### src/rtl/wu_decode_pkg.sv
// Shared definitions for the WU decode block: delineator and option encodings,
// the decoded-record layout, and the beat-merge helper.
package wu_decode_pkg;

  localparam int OPT_PER_INST = 3;
  localparam int OPT_TYPE_W   = 8;
  localparam int OPT_VALUE_W  = 16;
  localparam int OPT_TYPES_W  = OPT_PER_INST * OPT_TYPE_W;
  localparam int OPT_VALUES_W = OPT_PER_INST * OPT_VALUE_W;

  typedef enum logic [1:0] {
    CNTL_MOM     = 2'b00,
    CNTL_SOM     = 2'b01,
    CNTL_EOM     = 2'b10,
    CNTL_SOM_EOM = 2'b11
  } cntl_e;

  localparam logic [OPT_TYPE_W-1:0] OPT_NOP     = 8'd0;
  localparam logic [OPT_TYPE_W-1:0] OPT_OPCODE  = 8'd1;
  localparam logic [OPT_TYPE_W-1:0] OPT_ADDR_LO = 8'd2;
  localparam logic [OPT_TYPE_W-1:0] OPT_ADDR_HI = 8'd3;
  localparam logic [OPT_TYPE_W-1:0] OPT_TXFER   = 8'd4;
  localparam logic [OPT_TYPE_W-1:0] OPT_LANES   = 8'd5;

  typedef enum logic {
    ST_IDLE    = 1'b0,
    ST_IN_INST = 1'b1
  } state_e;

  typedef struct packed {
    logic [7:0]  opcode;
    logic [31:0] addr;
    logic [15:0] txfer;
    logic [5:0]  lanes;
    logic [3:0]  desc_cnt;
    logic        err;
  } wud_rec_t;

  localparam int REC_W = $bits(wud_rec_t);

  // Folds one beat into a record; slots are walked upward so the higher slot wins.
  function automatic wud_rec_t merge_beat(wud_rec_t                base,
                                          logic [OPT_TYPES_W-1:0]  types,
                                          logic [OPT_VALUES_W-1:0] values,
                                          logic [1:0]              dcntl);
    wud_rec_t                r;
    logic [OPT_TYPE_W-1:0]   t;
    logic [OPT_VALUE_W-1:0]  v;
    r = base;
    for (int i = 0; i < OPT_PER_INST; i++) begin
      t = types[i*OPT_TYPE_W +: OPT_TYPE_W];
      v = values[i*OPT_VALUE_W +: OPT_VALUE_W];
      case (t)
        OPT_NOP:     ;
        OPT_OPCODE:  r.opcode     = v[7:0];
        OPT_ADDR_LO: r.addr[15:0]  = v;
        OPT_ADDR_HI: r.addr[31:16] = v;
        OPT_TXFER:   r.txfer      = v;
        OPT_LANES:   r.lanes      = v[5:0];
        default:     r.err        = 1'b1;
      endcase
    end
    if ((dcntl == CNTL_SOM || dcntl == CNTL_SOM_EOM) && r.desc_cnt != 4'hF)
      r.desc_cnt = r.desc_cnt + 4'd1;
    return r;
  endfunction

endpackage

### src/rtl/wu_decode_if.sv
// Beat bus from wu_memory and record bus to the dispatcher, as seen by wu_decode.
interface wu_decode_if;
  import wu_decode_pkg::*;

  logic                    wum__wud__valid;
  logic [1:0]              wum__wud__icntl;
  logic [1:0]              wum__wud__dcntl;
  logic [OPT_TYPES_W-1:0]  wum__wud__option_type;
  logic [OPT_VALUES_W-1:0] wum__wud__option_value;

  logic                    wud__dsp__valid;
  logic                    dsp__wud__ready;
  logic [7:0]              wud__dsp__opcode;
  logic [31:0]             wud__dsp__addr;
  logic [15:0]             wud__dsp__txfer;
  logic [5:0]              wud__dsp__lanes;
  logic [3:0]              wud__dsp__desc_cnt;
  logic                    wud__dsp__err;

  modport master (
    output wum__wud__valid, wum__wud__icntl, wum__wud__dcntl,
           wum__wud__option_type, wum__wud__option_value, dsp__wud__ready,
    input  wud__dsp__valid, wud__dsp__opcode, wud__dsp__addr, wud__dsp__txfer,
           wud__dsp__lanes, wud__dsp__desc_cnt, wud__dsp__err
  );

  modport slave (
    input  wum__wud__valid, wum__wud__icntl, wum__wud__dcntl,
           wum__wud__option_type, wum__wud__option_value, dsp__wud__ready,
    output wud__dsp__valid, wud__dsp__opcode, wud__dsp__addr, wud__dsp__txfer,
           wud__dsp__lanes, wud__dsp__desc_cnt, wud__dsp__err
  );
endinterface

### src/rtl/wu_decode_record_fifo.sv
// Generic first-word-fallthrough FIFO; a push into a full FIFO is dropped unless
// a pop happens in the same cycle.
module wud_record_fifo #(
    parameter int WIDTH = 8,
    parameter int DEPTH = 4,
    localparam int AW   = $clog2(DEPTH),
    localparam int CW   = AW + 1
) (
    input  logic             clk,
    input  logic             rst_n,
    input  logic             push_i,
    input  logic [WIDTH-1:0] push_data_i,
    input  logic             pop_i,
    output logic             valid_o,
    output logic [WIDTH-1:0] head_o,
    output logic [CW-1:0]    count_next_o,
    output logic             drop_o
);

    logic [WIDTH-1:0] mem_q [DEPTH];
    logic [AW-1:0]    wr_ptr_q, rd_ptr_q;
    logic [CW-1:0]    count_q;
    logic             pop_ok, push_ok, full;

    assign valid_o      = (count_q != '0);
    assign full         = (count_q == CW'(DEPTH));
    assign pop_ok       = pop_i && valid_o;
    assign push_ok      = push_i && (!full || pop_ok);
    assign drop_o       = push_i && !push_ok;
    assign count_next_o = count_q + CW'(push_ok) - CW'(pop_ok);
    assign head_o       = mem_q[rd_ptr_q];

    // NOTE: storage has no reset; valid_o gates every read, so stale contents are never observed.
    always_ff @(posedge clk) begin
        if (push_ok) mem_q[wr_ptr_q] <= push_data_i;
    end

    // NOTE: sequential state uses non-blocking assignments so every flop samples pre-edge values.
    always_ff @(posedge clk or negedge rst_n) begin
        if (!rst_n) begin
            wr_ptr_q <= '0;
            rd_ptr_q <= '0;
            count_q  <= '0;
        end else begin
            if (push_ok) wr_ptr_q <= wr_ptr_q + AW'(1);
            if (pop_ok)  rd_ptr_q <= rd_ptr_q + AW'(1);
            count_q <= count_next_o;
        end
    end

endmodule

### src/rtl/wu_decode.sv
// WU decode: assembles instruction beats from wu_memory into decoded records and
// queues them for the dispatcher, back-pressuring fetch when the queue runs low.
module wu_decode
    import wu_decode_pkg::*;
#(
    parameter int FIFO_DEPTH   = 4,
    parameter int STALL_MARGIN = 2
) (
    input  logic        clk,
    input  logic        reset_poweron,
    wu_decode_if.slave  wud_if,
    output logic        xxx__wuf__stall,
    output logic [7:0]  wud__sys__proto_err_cnt,
    output logic        wud__sys__overflow
);

    localparam int CW       = $clog2(FIFO_DEPTH) + 1;
    localparam int STALL_TH = FIFO_DEPTH - STALL_MARGIN;

    state_e   state_q, state_d;
    wud_rec_t acc_q, acc_d;
    logic     stall_q, stall_d;
    logic [7:0] perr_q, perr_d;
    logic     ovf_q, ovf_d;

    wud_rec_t fresh_rec, merged_rec, push_rec, head_rec;
    logic     push, proto_err;
    logic     fifo_valid, fifo_drop;
    logic [REC_W-1:0] fifo_head;
    logic [CW-1:0]    count_next;

    assign fresh_rec  = merge_beat('0, wud_if.wum__wud__option_type,
                                   wud_if.wum__wud__option_value, wud_if.wum__wud__dcntl);
    assign merged_rec = merge_beat(acc_q, wud_if.wum__wud__option_type,
                                   wud_if.wum__wud__option_value, wud_if.wum__wud__dcntl);

    // NOTE: every always_comb output gets a default first, so no path can infer a latch.
    always_comb begin
        state_d   = state_q;
        acc_d     = acc_q;
        push      = 1'b0;
        push_rec  = fresh_rec;
        proto_err = 1'b0;
        if (wud_if.wum__wud__valid) begin
            unique case (state_q)
                ST_IDLE: begin
                    unique case (cntl_e'(wud_if.wum__wud__icntl))
                        CNTL_SOM: begin
                            acc_d   = fresh_rec;
                            state_d = ST_IN_INST;
                        end
                        CNTL_SOM_EOM: push = 1'b1;
                        default:      proto_err = 1'b1;
                    endcase
                end
                ST_IN_INST: begin
                    unique case (cntl_e'(wud_if.wum__wud__icntl))
                        CNTL_MOM: acc_d = merged_rec;
                        CNTL_EOM: begin
                            push     = 1'b1;
                            push_rec = merged_rec;
                            acc_d    = '0;
                            state_d  = ST_IDLE;
                        end
                        CNTL_SOM: begin
                            proto_err = 1'b1;
                            acc_d     = fresh_rec;
                        end
                        default: begin
                            proto_err = 1'b1;
                            push      = 1'b1;
                            acc_d     = '0;
                            state_d   = ST_IDLE;
                        end
                    endcase
                end
                default: state_d = ST_IDLE;
            endcase
        end
        stall_d = (count_next >= CW'(STALL_TH));
        perr_d  = (proto_err && perr_q != 8'hFF) ? perr_q + 8'd1 : perr_q;
        ovf_d   = ovf_q | fifo_drop;
    end

    always_ff @(posedge clk or negedge reset_poweron) begin
        if (!reset_poweron) begin
            state_q <= ST_IDLE;
            acc_q   <= '0;
            stall_q <= 1'b0;
            perr_q  <= '0;
            ovf_q   <= 1'b0;
        end else begin
            state_q <= state_d;
            acc_q   <= acc_d;
            stall_q <= stall_d;
            perr_q  <= perr_d;
            ovf_q   <= ovf_d;
        end
    end

    wud_record_fifo #(
        .WIDTH (REC_W),
        .DEPTH (FIFO_DEPTH)
    ) u_fifo (
        .clk          (clk),
        .rst_n        (reset_poweron),
        .push_i       (push),
        .push_data_i  (push_rec),
        .pop_i        (wud_if.dsp__wud__ready),
        .valid_o      (fifo_valid),
        .head_o       (fifo_head),
        .count_next_o (count_next),
        .drop_o       (fifo_drop)
    );

    // Record fields read as zero whenever nothing is queued, including during reset.
    assign head_rec = fifo_valid ? wud_rec_t'(fifo_head) : '0;

    assign wud_if.wud__dsp__valid    = fifo_valid;
    assign wud_if.wud__dsp__opcode   = head_rec.opcode;
    assign wud_if.wud__dsp__addr     = head_rec.addr;
    assign wud_if.wud__dsp__txfer    = head_rec.txfer;
    assign wud_if.wud__dsp__lanes    = head_rec.lanes;
    assign wud_if.wud__dsp__desc_cnt = head_rec.desc_cnt;
    assign wud_if.wud__dsp__err      = head_rec.err;

    assign xxx__wuf__stall         = stall_q;
    assign wud__sys__proto_err_cnt = perr_q;
    assign wud__sys__overflow      = ovf_q;

endmodule

### src/flat_wrapper.sv
// flat-port wrapper written by rule: the top's interface ports become plain ports
module wu_decode_flat import wu_decode_pkg::*;
#(
    parameter int FIFO_DEPTH   = 4,
    parameter int STALL_MARGIN = 2
)
  (clk, reset_poweron, xxx__wuf__stall, wud__sys__proto_err_cnt, wud__sys__overflow, wud_if_wum__wud__valid, wud_if_wum__wud__icntl, wud_if_wum__wud__dcntl, wud_if_wum__wud__option_type, wud_if_wum__wud__option_value, wud_if_dsp__wud__ready, wud_if_wud__dsp__valid, wud_if_wud__dsp__opcode, wud_if_wud__dsp__addr, wud_if_wud__dsp__txfer, wud_if_wud__dsp__lanes, wud_if_wud__dsp__desc_cnt, wud_if_wud__dsp__err);
  wu_decode_if wud_if_i ();
  input  logic clk;
  input  logic reset_poweron;
  output logic xxx__wuf__stall;
  output logic [7:0] wud__sys__proto_err_cnt;
  output logic wud__sys__overflow;
  input wire logic [$bits(wud_if_i.wum__wud__valid)-1:0] wud_if_wum__wud__valid;
  input wire logic [$bits(wud_if_i.wum__wud__icntl)-1:0] wud_if_wum__wud__icntl;
  input wire logic [$bits(wud_if_i.wum__wud__dcntl)-1:0] wud_if_wum__wud__dcntl;
  input wire logic [$bits(wud_if_i.wum__wud__option_type)-1:0] wud_if_wum__wud__option_type;
  input wire logic [$bits(wud_if_i.wum__wud__option_value)-1:0] wud_if_wum__wud__option_value;
  input wire logic [$bits(wud_if_i.dsp__wud__ready)-1:0] wud_if_dsp__wud__ready;
  output wire logic [$bits(wud_if_i.wud__dsp__valid)-1:0] wud_if_wud__dsp__valid;
  output wire logic [$bits(wud_if_i.wud__dsp__opcode)-1:0] wud_if_wud__dsp__opcode;
  output wire logic [$bits(wud_if_i.wud__dsp__addr)-1:0] wud_if_wud__dsp__addr;
  output wire logic [$bits(wud_if_i.wud__dsp__txfer)-1:0] wud_if_wud__dsp__txfer;
  output wire logic [$bits(wud_if_i.wud__dsp__lanes)-1:0] wud_if_wud__dsp__lanes;
  output wire logic [$bits(wud_if_i.wud__dsp__desc_cnt)-1:0] wud_if_wud__dsp__desc_cnt;
  output wire logic [$bits(wud_if_i.wud__dsp__err)-1:0] wud_if_wud__dsp__err;
  assign wud_if_i.wum__wud__valid = wud_if_wum__wud__valid;
  assign wud_if_i.wum__wud__icntl = wud_if_wum__wud__icntl;
  assign wud_if_i.wum__wud__dcntl = wud_if_wum__wud__dcntl;
  assign wud_if_i.wum__wud__option_type = wud_if_wum__wud__option_type;
  assign wud_if_i.wum__wud__option_value = wud_if_wum__wud__option_value;
  assign wud_if_i.dsp__wud__ready = wud_if_dsp__wud__ready;
  assign wud_if_wud__dsp__valid = wud_if_i.wud__dsp__valid;
  assign wud_if_wud__dsp__opcode = wud_if_i.wud__dsp__opcode;
  assign wud_if_wud__dsp__addr = wud_if_i.wud__dsp__addr;
  assign wud_if_wud__dsp__txfer = wud_if_i.wud__dsp__txfer;
  assign wud_if_wud__dsp__lanes = wud_if_i.wud__dsp__lanes;
  assign wud_if_wud__dsp__desc_cnt = wud_if_i.wud__dsp__desc_cnt;
  assign wud_if_wud__dsp__err = wud_if_i.wud__dsp__err;
  wu_decode #(.FIFO_DEPTH(FIFO_DEPTH), .STALL_MARGIN(STALL_MARGIN)) u_core (.clk(clk), .reset_poweron(reset_poweron), .wud_if(wud_if_i), .xxx__wuf__stall(xxx__wuf__stall), .wud__sys__proto_err_cnt(wud__sys__proto_err_cnt), .wud__sys__overflow(wud__sys__overflow));
endmodule
### config.mk
export PLATFORM = sky130hd
export DESIGN_NAME = wu_decode_flat
export DESIGN_NICKNAME = d
export VERILOG_FILES = /design/src/rtl/wu_decode_pkg.sv /design/src/rtl/wu_decode_if.sv /design/src/rtl/wu_decode_record_fifo.sv /design/src/rtl/wu_decode.sv /design/src/flat_wrapper.sv
export SDC_FILE = /design/constraint.sdc
export NUM_CORES = 1
export LEC_CHECK = 0
export ABC_CLOCK_PERIOD_IN_PS = 6700
export CORE_MARGIN = 1.5
export CORE_UTILIZATION = 42
export CTS_CLUSTER_SIZE = 28
export DETAILED_ROUTE_END_ITERATION = 10
export PLACE_DENSITY_LB_ADDON = 0.05
export SETUP_SLACK_MARGIN = 0.05
export SYNTH_ARGS = -nofsm -noshare
export SYNTH_HDL_FRONTEND = slang
export SYNTH_SLANG_ARGS = --single-unit
### constraint.sdc
create_clock -name clk -period 6.7 [get_ports clk]
set_input_delay 1.34 -clock clk [delete_from_list [all_inputs] [get_ports clk]]
set_output_delay 1.34 -clock clk [all_outputs]
set_load 0.01 [all_outputs]
### Word-level counts from Yosys, hierarchy flattened

Memories as Yosys holds them, arrays and structs flattened.
Index checks and enable logic that the tools add are counted.
W data, S select, Z words.

* bits in writable memories: 268
* input bits: 80
* word-level logic and storage cells: 126
* memories: 1
* bits in registers: 85
* output and inout port bits: 78

Memory list
* u_core.u_fifo.mem_q: words 4, width 67, read ports 1, clocked after Yosys merged registers in 0, wr ports 1, RTL line wu_decode_record_fifo.sv:20 `logic [WIDTH-1:0] mem_q [DEPTH];`

* equality and inequality tests: 24
* add/sub/neg operators: 6
* reduce and logical (&&, ||, !) cells: 21
* bitwise operators: 2
* magnitude comparators: 1
* mux-type cells: 58

Operators with widths (count)
* $mux W67: 5
* $mux W16: 18
* $pmux W67 S2: 2
* $eq A8 B2 Y1 const B: 6
* $eq A8 B3 Y1 const B: 6
* $mux W8: 6
* $mux W6: 6
* $eq A8 B1 Y1 const B: 3
* $logic_not A8 Y1: 3
* $reduce_or A6 Y1: 3
* $mux W1: 17
* $add A8 B1 Y8 const B: 1
* $ne A8 B8 Y1 const B: 1
* $eq A2 B2 Y1 const B: 3
* $pmux W1 S2: 3
* $reduce_or A2 Y1: 3
* $logic_and A1 B1 Y1: 5
* $add A2 B1 Y2 const B: 2
* $add A4 B1 Y4 const B: 1
* $eq A2 B1 Y1 const B: 2
* $mux W4: 1
* $ne A4 B4 Y1 const B: 1
* $add A3 B1 Y3: 1
* $eq A3 B3 Y1 const B: 1
* other kinds (10): 12

### Longest topological paths before layout

Gate-level depths: netlist of the first run.

* word-level depth: 9
* mapped depth: 12

### Modules after synthesis

A second synthesis of the first run with hierarchy kept.

* cell total of the unflattened synthesis: 1307
* area total of the unflattened synthesis: 17138.9 µm²

By module, submodules not included
* wud_record_fifo: cells an instance 387, instances 1, area an instance 10092.2 µm²
* wu_decode: cells an instance 920, instances 1, area an instance 7046.8 µm²

### Least setup slack after synthesis of the first run

No wires, ideal clock.

* path type: in2reg
* from: input wud_if_wum__wud__valid
* to: memory u_core.u_fifo.mem_q[0][0] (netlist bit), enable pin
* stages on the path: 4
* arrival: 3.668 ns
* slack: 2.600 ns
* setup time: 0.432 ns
* cell sequence: buf_2 nand2_1 nor3_1 and2_1

* cells in the longest elaborated chain, start to end: 4

RTL lines
* start: declaration: RTL line flat_wrapper.sv:14 `input wire logic [$bits(wud_if_i.wum__wud__valid)-1:0] wud_if_wum__wud__valid;`
* $mux W1: RTL line wu_decode.sv:44 `if (wud_if.wum__wud__valid) begin`
* $logic_and A1 B1 Y1: RTL line wu_decode_record_fifo.sv:28 `assign push_ok = push_i && (!full || pop_ok);`
* $mux W1: RTL line wu_decode_record_fifo.sv:35 `if (push_ok) mem_q[wr_ptr_q] <= push_data_i;`
* $mux W1 (implied by the code): RTL line wu_decode_record_fifo.sv:35
* end: declaration: RTL line wu_decode_record_fifo.sv:20

No other way between the ends.

### Final worst setup path of the first run

* from: register u_core.u_fifo.rd_ptr_q[0]
* to: output wud_if_wud__dsp__lanes[0]

* cells in the longest elaborated chain, start to end: 2

RTL lines
* start: declaration: RTL line wu_decode_record_fifo.sv:21 `logic [AW-1:0] wr_ptr_q, rd_ptr_q;`
* start signal: assignment: RTL line wu_decode_record_fifo.sv:46 `if (pop_ok) rd_ptr_q <= rd_ptr_q + AW'(1);`
* $mem_v2 Z4 W67
* $mux W67: RTL line wu_decode.sv:117 `assign head_rec = fifo_valid ? wud_rec_t'(fifo_head) : '0;`
* end: declaration: RTL line flat_wrapper.sv:24 `output wire logic [$bits(wud_if_i.wud__dsp__lanes)-1:0] wud_if_wud__dsp__lanes;`

No other way between the ends.

==> results of run 1 <==
[power breakdown]
group | switching, mW | total, mW | internal, mW
Clock | 0.825 | 2.08 | 1.25
Sequential | 0.187 | 2.70 | 2.51
Combinational | 0.855 | 1.98 | 1.13
[stage by stage]
step                      hold WS (ns)  instances   util
after floorplan                  0.448       1100      -
after global placement           0.450       1682  0.486
after detailed placement         0.448       1682  0.486
after CTS                        0.464       1753  0.520
after global routing             0.479       1753  0.520
final                            0.461       1753  0.520
[cell usage in the layout (no fill, tap or decap), types with 27 or more instances in the layout]
cell type,n
clkdlybuf4s50_1,155
a21o_1,27
edfxtp_1,268
clkbuf_16,41
nand2_1,112
nand3_1,37
dfrtp_1,83
mux4_2,67
and2_1,73
o31ai_1,33
o21ai_0,28
nor2_1,69
[registers in the layout (all words and copies together) (netlist names)]
register	count
u_core.u_fifo.count_q	3
u_core.acc_q	67
u_core.wud__sys__proto_err_cnt	8
u_core.u_fifo.wr_ptr_q	2
u_core.state_q	1
u_core.u_fifo.rd_ptr_q	2
u_core.u_fifo.mem_q	268
u_core.xxx__wuf__stall	1
u_core.wud__sys__overflow	1
[cell type report]
class                      count  share of cell area
sequential                   353               0.534
multi-input combinational    673               0.277
timing repair buffer         176              0.0909
clock inverter                12             0.00545
inverter                      12             0.00236
clock buffer                  59              0.0600
tap                          468              0.0307
[worst max path at each step]
stage                                       endpoint  cells past startpoint                       from  slack [ns]
after floorplan            u_core.u_fifo.mem_q[0][0]                      4     wud_if_wum__wud__valid        2.60
after global placement    u_core.u_fifo.mem_q[3][63]                      5  wud_if_wum__wud__icntl[1]        1.92
after detailed placement  u_core.u_fifo.mem_q[3][61]                      5  wud_if_wum__wud__icntl[1]        1.86
after CTS                  wud_if_wud__dsp__lanes[0]                      4  u_core.u_fifo.rd_ptr_q[0]        1.88
after global routing       wud_if_wud__dsp__lanes[0]                      4  u_core.u_fifo.rd_ptr_q[0]        1.74
final                      wud_if_wud__dsp__lanes[0]                      4  u_core.u_fifo.rd_ptr_q[0]        1.98
[logic make-up (layout without fill, tap and decap cells)]
| kind of cell | Yosys count | in the layout | share of synthesized area |
|---|---|---|---|
| DFF | 353 | 353 | 0.648 |
| buffers and inverters | 74 | 259 | 0.0182 |
| xor gates and xnor gates | 14 | 14 | 0.00780 |
| and+or+nand+nor | 365 | 365 | 0.120 |
| adders and majority gates | 9 | 9 | 0.00764 |
| AOI/OAI and AO/OA | 217 | 217 | 0.102 |
| muxes | 68 | 68 | 0.0967 |
[per-layer routing]
metal / wire, um / up-vias
met3: 3010 / 63
li1: - / 4587
met4: 740 / 2
met2: 19800 / 425
met1: 18900 / 5179
met5: 13 / -
==> flow_summary_export.csv, run 1 <==
group,metric,value,unit
outcome,outcome,"finished clean",
worst_setup_path,r2r_slack,3.55,ns
global_route,grt_max_degree,70,
finish,multi_input_area,0.00528,mm^2
yosys,async_flop_share,0.241,
yosys,syn_nets,1189,
yosys,ys.flop_type,"edfxtp_1",
floorplanning,die_area,0.0386,mm^2
global_route,top_usage_layer,"met2",
yosys,synth_top_area_cell,"edfxtp_1",
yosys,syn-cell-area,0.0157,mm^2
worst_setup_path,slowest_delay,0.99,ns
placed_design,place_area,0.0178,mm^2
finish,regArea,0.0102,mm^2
cts,cts-root-buf,"clkbuf_16",
worst_setup_path,cp_cell_sequence,"buf_4 > mux4_2 > and2_1 > clkdlybuf4s50_1",
cts,clk_latency,0.53,ns
yosys,synth_common_cells,"edfxtp_1 (268), nand2_1 (112), dfrtp_1 (85)",
yosys,synth.most_common_cell,"edfxtp_1",
cts,htree_num_levels,2,
yosys,synth-seq-cells,353,
global_route,antenna_found_initial,1,
worst_setup_path,cp.arrival,3.38,ns
cts,cts_tree,"done",
yosys,synthCells,1100,
worst_setup_path,crit_family,"buffers and inverters",
cts,post-cts-setup-buffer-count,0,
yosys,ys_top_cells_by_area,"edfxtp_1 (51%), dfrtp_1 (14%), mux4_2 (9.6%), and2_1 (3.1%), nand2_1 (2.7%)",
yosys,seq_area_frac_synth,0.648,
sta,tns,0,ns
global_route,use_met3,0.0469,
worst_setup_path,timing.rr.start,"u_core.u_fifo.count_q[1]",
finish,n_antenna_cell,0,
cts,cts.sinks,353,
route,avgRoutedWirePerCell,24.2,um
sta,rsz0062_at_grt,"false",
sta,fmax,212,MHz
yosys,ys_types,52,
sta,finalCriticalPeriod,4.72,ns
sta,tightestPinTransition,1.19,ns
power_and_ir_drop,leakage,6.92,nW
global_route,grt_pass1_wl,63500,um
floorplanning,start_util,0.428,
floorplanning,io_pins,158,
yosys,synth_edf_count,268,
global_route,grt_pass1_vias,10087,
power_and_ir_drop,irDropWorstVdd,402,uV
global_route,grt_use_met2,0.349,
global_route,grt-ovfl-total,0,
floorplanning,dieHeight,196,um
floorplanning,design.core.area,0.0367,mm^2
route,drt_pass1_iterations,5,
finish,nNetsFinal,1344,
worst_setup_path,crit_required,5.36,ns
worst_setup_path,crit_fanout,38,
finish,drive_gt1_frac,0.135,
sta,finalCritPeriodShare,0.705,
placed_design,io_buffer_count,156,
power_and_ir_drop,p_per_area,354,mW/mm^2
run,cap_violations,0,
cts,cts_buffer_depth,3,
cts,clk_pin_slew,0.06,ns
floorplanning,dieWidth,196,um
route,totalWireLength,42500,um
worst_setup_path,cp-end-kind,"output port",
finish,area_growth_syn_to_layout,21.4,%
yosys,synth.avg_cell_area,14.3,um^2
global_route,met1_usage,0.321,
power_and_ir_drop,p_total,6.76,mW
finish,final_cell_area,0.0191,mm^2
route,drtIter0Drc,848,
cts,cts_made_buffers,39,
worst_setup_path,start_kind,"flop",
cts,cts_resized,0,
worst_setup_path,cp_slowest_cell,"dfrtp_4",
sta,worst_slack,1.98,ns
floorplanning,rows,70,
placed_design,place_congestion,0.927,
yosys,synth_top_area_share,0.512,
route,via_per_inst,5.85,
worst_setup_path,reg2reg_to,"u_core.xxx__wuf__stall",
min_path,min_to,"u_core.wud__sys__overflow",
cts,holdBufCountCts,0,
worst_setup_path,cp.buffers_inverters,2,
placed_design,pre_cts_ws,1.86,ns
sta,setup_violations,0,
yosys,yosys_warnings,0,
sta,finalClockSkew,0.0121,ns
min_path,whs_path_depth,1,
route,final_antenna_net_count,0,
global_route,grt_util_all_layers,0.223,
worst_setup_path,reg2reg_depth,11,
route,via_count,10256,
finish,final.fill_count,3074,
min_path,hp-start,"u_core.wud__sys__overflow",
placed_design,dpl.hpwl,28100,um
route,drc,0,
worst_setup_path,critical_path_class,"flop to output port",
min_path,hold_path.class,"flop to flop",
sta,maxSlewViolCount,0,
sta,relSlewSlack,0.198,
sta,hold_viol,0,
Note: power is estimated with default switching activity, not from simulation.
==> run 2, diff against run 1 <==
--- a/config.mk
+++ b/config.mk
@@ -5,7 +5,7 @@
 export SDC_FILE = /design/constraint.sdc
 export NUM_CORES = 1
 export LEC_CHECK = 0
-export ABC_CLOCK_PERIOD_IN_PS = 6700
+export ABC_CLOCK_PERIOD_IN_PS = 4700
 export CORE_MARGIN = 1.5
 export CORE_UTILIZATION = 42
 export CTS_CLUSTER_SIZE = 28
==> constraint.sdc (replaced) <==
create_clock -name clk -period 4.7 [get_ports clk]
set_input_delay 0.94 -clock clk [delete_from_list [all_inputs] [get_ports clk]]
set_output_delay 0.94 -clock clk [all_outputs]
set_load 0.01 [all_outputs]
==> run 2 against run 1 <==
Flip-flop and latch count stayed put. Via count is 0.31% higher. Die area stayed put. Count of clock-buffer cells in the layout is 9 lower. Cell area is 0.89% higher. Critical path type unchanged. Largest power group unchanged. Highest routed layer unchanged.
==> flow_summary_export.csv, run 2 (synthesized netlist as in run 1, its figures left out) <==
group,metric,value,unit
global_route,grt-ovfl-total,0,
sta,hold_viol,0,
sta,tns,0,ns
worst_setup_path,critical_path_class,"flop to output port",
worst_setup_path,r2r_slack,1.54,ns
placed_design,io_buffer_count,156,
route,drtIter0Drc,922,
cts,cts_tree,"done",
route,via_per_inst,5.81,
run,cap_violations,0,
global_route,grt_max_degree,69,
finish,regMostFlops,"u_core.u_fifo.mem_q",
finish,final.fill_count,3146,
route,avgRoutedWirePerCell,23.9,um
sta,finalClockSkew,0.0204,ns
worst_setup_path,crit_required,3.76,ns
power_and_ir_drop,power.share.clock,0.306,
finish,area_growth_syn_to_layout,22.4,%
worst_setup_path,cp.arrival,2.84,ns
worst_setup_path,cp-end-kind,"output port",
power_and_ir_drop,combPwrFrac,0.307,
sta,finalCritPeriodShare,0.805,
finish,n_antenna_cell,0,
sta,tightestPinTransition,1.16,ns
worst_setup_path,timing.rr.start,"u_core.u_fifo.count_q[1]",
route,via_count,10288,
worst_setup_path,start_kind,"flop",
cts,cts_resized,0,
placed_design,pre_cts_ws,0.876,ns
global_route,grt_util_all_layers,0.221,
floorplanning,dieWidth,196,um
sta,fmax,264,MHz
cts,post-cts-setup-buffer-count,0,
floorplanning,die_area,0.0386,mm^2
sta,relSlewSlack,0.219,
cts,cts_made_buffers,39,
sta,worst_slack,0.918,ns
cts,clk_latency,0.53,ns
sta,finalCriticalPeriod,3.78,ns
finish,layout_commonest_cell,"edfxtp_1",
cts,cts-root-buf,"clkbuf_16",
floorplanning,io_pins,158,
finish,largest_reg_flops,268,
sta,rsz0062_at_grt,"false",
cts,cts_buffer_depth,3,
floorplanning,design.core.area,0.0367,mm^2
worst_setup_path,reg2reg_to,"u_core.xxx__wuf__stall",
route,totalWireLength,42300,um
worst_setup_path,reg2reg_depth,10,
global_route,grt_pass1_vias,10131,
worst_setup_path,crit_fanout,39,
floorplanning,start_util,0.428,
finish,drive_gt1_frac,0.150,
cts,cts.sinks,353,
floorplanning,dieHeight,196,um
cts,clk_pin_slew,0.06,ns
finish,final_cell_mix,"edfxtp_1 (268), clkdlybuf4s50_1 (155), nand2_1 (112)",
power_and_ir_drop,leakage,7.02,nW
placed_design,place_congestion,0.920,
power_and_ir_drop,swShare,0.279,
floorplanning,rows,70,
power_and_ir_drop,irDropWorstVdd,439,uV
finish,final_util,0.524,
outcome,outcome,"finished clean",
power_and_ir_drop,power.internal,6.96,mW
cts,htree_num_levels,2,
min_path,whs_path_depth,1,
power_and_ir_drop,p_per_area,502,mW/mm^2
power_and_ir_drop,switchingPower,2.70,mW
placed_design,dpl.hpwl,27900,um
global_route,antenna_found_initial,2,
sta,maxSlewViolCount,0,
route,final_antenna_net_count,0,
cts,holdBufCountCts,0,
min_path,min_to,"u_core.wud__sys__overflow",
route,drt_pass1_iterations,5,
sta,setup_violations,0,
route,drc,0,
min_path,hold_path.class,"flop to flop",
global_route,grt_pass1_wl,63300,um
power_and_ir_drop,p_seq_frac,0.387,
min_path,hp-start,"u_core.wud__sys__overflow",
finish,nNetsFinal,1361,
[run 2: power groups by stage]
| stage | clock network, mW | registers, mW | logic (mW) |
|---|---|---|---|
| global route | 3.15 | 3.77 | 3.19 |
| detailed placement | 0 | 3.80 | 3.04 |
| floorplan | 0 | 3.74 | 1.60 |
| finish | 2.96 | 3.74 | 2.96 |
| global placement | 0 | 3.80 | 3.04 |
| CTS | 3.02 | 3.74 | 3.05 |
[run 2: worst max-delay path by stage]
| stage | start | cells past startpoint | to |
|---|---|---|---|
| after floorplan | wud_if_wum__wud__valid | 4 | u_core.u_fifo.mem_q[0][0] |
| after global placement | wud_if_wum__wud__option_type[3] | 6 | u_core.u_fifo.mem_q[3][7] |
| after detailed placement | wud_if_wum__wud__option_type[3] | 6 | u_core.u_fifo.mem_q[3][7] |
| after CTS | u_core.u_fifo.count_q[1] | 4 | wud_if_wud__dsp__addr[20] |
| after global routing | u_core.u_fifo.count_q[1] | 4 | wud_if_wud__dsp__addr[20] |
| final | u_core.u_fifo.count_q[1] | 4 | wud_if_wud__dsp__addr[20] |
[run 2: cell type report]
type / instances / area, um^2 / area share
timing repair buffer: 193 / 1900 / 0.0987
tap: 468 / 586 / 0.0304
clock inverter: 22 / 184 / 0.00956
clock buffer: 50 / 1070 / 0.0555
inverter: 12 / 45.0 / 0.00234
multi-input combinational: 673 / 5280 / 0.274
sequential: 353 / 10200 / 0.529
[run 2: layer usage]
metal,GRT usage,part of all wire,vias up
li1,-,-,4630
met1,0.327,0.45,5228
met2,0.348,0.46,360
met3,0.0303,0.063,68
met4,0.0501,0.019,2
met5,0,0.00031,-
[run 2: metrics by stage]
step | hold slack, ns | cells | total power [mW] | cell area, um^2
after floorplan | 0.448 | 1100 | 5.35 | 15700
after global placement | 0.446 | 1699 | 6.84 | 18000
after detailed placement | 0.452 | 1699 | 6.84 | 18000
after CTS | 0.471 | 1771 | 9.81 | 19200
after global routing | 0.499 | 1771 | 10.1 | 19200
final | 0.465 | 1771 | 9.66 | 19200
[run 2: critical path: stages, from the launching register on]
cell and delay, ns:
dfrtp_1 0.43, or3_2 0.78, buf_4 0.38, and2_1 0.23
clkdlybuf4s50_1 0.49
==> run 3, diff against run 2 <==
--- a/config.mk
+++ b/config.mk
@@ -5,7 +5,7 @@
 export SDC_FILE = /design/constraint.sdc
 export NUM_CORES = 1
 export LEC_CHECK = 0
-export ABC_CLOCK_PERIOD_IN_PS = 4700
+export ABC_CLOCK_PERIOD_IN_PS = 3800
 export CORE_MARGIN = 1.5
 export CORE_UTILIZATION = 42
 export CTS_CLUSTER_SIZE = 28
==> constraint.sdc (replaced) <==
create_clock -name clk -period 3.8 [get_ports clk]
set_input_delay 0.76 -clock clk [delete_from_list [all_inputs] [get_ports clk]]
set_output_delay 0.76 -clock clk [all_outputs]
set_load 0.01 [all_outputs]
==> run 3 against run 2 <==
Routed wire length fell by 1.3%. Critical path type unchanged. Setup slack got worse by 0.48 ns. Clock skew fell by 0.0027 ns. Largest cell class unchanged. Critical path depth did not move. Final cell count rose by 0.68%. Via count barely moved. Register-to-register slack got worse by 0.71 ns.
==> flow_summary_export.csv, run 3 (synthesized netlist as in run 1, its figures left out) <==
group,metric,value,unit
worst_setup_path,critical_path_class,"flop to output port",
floorplanning,dieWidth,196,um
finish,final_util,0.525,
cts,cts_resized,0,
global_route,grt_max_degree,46,
floorplanning,io_pins,158,
power_and_ir_drop,irDropWorstVdd,518,uV
global_route,grt_pass1_vias,10272,
cts,clk_pin_slew,0.06,ns
route,drtIter0Drc,915,
cts,clk_latency,0.53,ns
finish,layout_commonest_cell,"edfxtp_1",
floorplanning,rows,70,
cts,cts_made_buffers,38,
sta,setup_violations,0,
route,final_antenna_net_count,0,
cts,htree_num_levels,2,
power_and_ir_drop,power.internal,8.49,mW
cts,holdBufCountCts,0,
floorplanning,start_util,0.428,
run,cap_violations,0,
power_and_ir_drop,combPwrFrac,0.313,
worst_setup_path,cp-end-kind,"output port",
route,drc,0,
cts,post-cts-setup-buffer-count,0,
floorplanning,die_area,0.0386,mm^2
power_and_ir_drop,p_total,11.8,mW
power_and_ir_drop,switchingPower,3.28,mW
sta,fmax,297,MHz
sta,finalClockSkew,0.0177,ns
global_route,grt_pass1_wl,63400,um
floorplanning,design.core.area,0.0367,mm^2
placed_design,dpl.hpwl,28300,um
route,drt_pass1_iterations,5,
cts,cts_tree,"done",
sta,tns,0,ns
sta,finalCritPeriodShare,0.885,
power_and_ir_drop,swShare,0.279,
power_and_ir_drop,p_seq_frac,0.388,
finish,largest_reg_flops,268,
sta,worst_slack,0.436,ns
worst_setup_path,cp.arrival,2.60,ns
global_route,grt_util_all_layers,0.220,
worst_setup_path,crit_required,3.04,ns
cts,cts.sinks,353,
sta,hold_ws,0.263,ns
power_and_ir_drop,power.share.clock,0.299,
min_path,hold_path.class,"input pin to asynchronous set/reset pin",
cts,cts_buffer_depth,3,
placed_design,io_buffer_count,156,
outcome,outcome,"finished clean",
finish,drive_gt1_frac,0.160,
power_and_ir_drop,p_per_area,611,mW/mm^2
route,avgRoutedWirePerCell,23.4,um
power_and_ir_drop,leakage,7.06,nW
floorplanning,dieHeight,196,um
route,via_per_inst,5.77,
finish,area_growth_syn_to_layout,22.6,%
placed_design,place_congestion,0.965,
finish,final_cell_mix,"edfxtp_1 (268), clkdlybuf4s50_1 (155), nand2_1 (112)",
global_route,grt-ovfl-total,0,
sta,tightestPinTransition,0.887,ns
worst_setup_path,crit_fanout,37,
finish,nNetsFinal,1374,
sta,rsz0062_at_grt,"false",
route,via_count,10289,
route,totalWireLength,41800,um
sta,maxSlewViolCount,0,
sta,hold_viol,0,
finish,regMostFlops,"u_core.u_fifo.mem_q",
placed_design,pre_cts_ws,0.0980,ns
worst_setup_path,start_kind,"flop",
sta,relSlewSlack,0.408,
cts,cts-root-buf,"clkbuf_16",
global_route,antenna_found_initial,0,
sta,finalCriticalPeriod,3.36,ns
finish,n_antenna_cell,0,
-- run 3: changes by cell type in the layout (fill, tap and decap cells not counted), sizes merged --
cell    previous run  this run
inv               15        13
buf               38        52
bufinv             2         0
clkbuf            50        55
clkinv            16        13
-- run 3: power groups by stage --
stage / clock (mW) / combinational [mW] / sequential [mW]
finish: 3.52 / 3.68 / 4.57
global route: 3.75 / 3.99 / 4.60
CTS: 3.61 / 3.78 / 4.57
detailed placement: 0 / 3.76 / 4.65
global placement: 0 / 3.78 / 4.64
floorplan: 0 / 1.98 / 4.63
-- run 3: area by class of cell --
cell class,count,area (um^2)
repair buffers,207,1990
clock buffers,55,1100
flip-flops and latches,353,10200
inverters,12,45.0
clock inverters,15,100
multi-input cells,673,5270
well taps,468,586
fillers,3106,17400
-- run 3: path summary, 6_finish.rpt --
path | startpoint | to | slack [ns] | cells after the start
max | u_core.u_fifo.rd_ptr_q[0] | wud_if_wud__dsp__addr[17] | 0.44 | 4
min in group clk | u_core.wud__sys__overflow | u_core.wud__sys__overflow | 0.47 | 1
min | reset_poweron | u_core.wud__sys__overflow | 0.26 | 1
max reg2reg | u_core.u_fifo.count_q[1] | u_core.xxx__wuf__stall | 0.83 | 11
min reg2reg | u_core.wud__sys__overflow | u_core.wud__sys__overflow | 0.47 | 1
max in group asynchronous | reset_poweron | u_core.acc_q[26] | 2.75 | 2
-- run 3: critical path, cell delays in order, from the launching register on --
cell and delay, ns:
dfrtp_4 0.49, buf_12 0.31, mux4_2 0.60, and2_1 0.18, clkdlybuf4s50_1 0.47
-- run 3: routing by layer --
metal,GRT usage,up-vias,share of wire
met3,0.0347,61,0.067
met1,0.328,5219,0.45
met5,0,-,0
li1,-,4648,-
met4,0.0527,0,0.019
met2,0.340,361,0.46
-- run 3: per-stage QoR --
step	cell area (um^2)	cells
floorplan	15700	1100
global placement	18100	1713
detailed placement	18100	1713
CTS	19300	1783
global route	19300	1783
finish	19300	1783
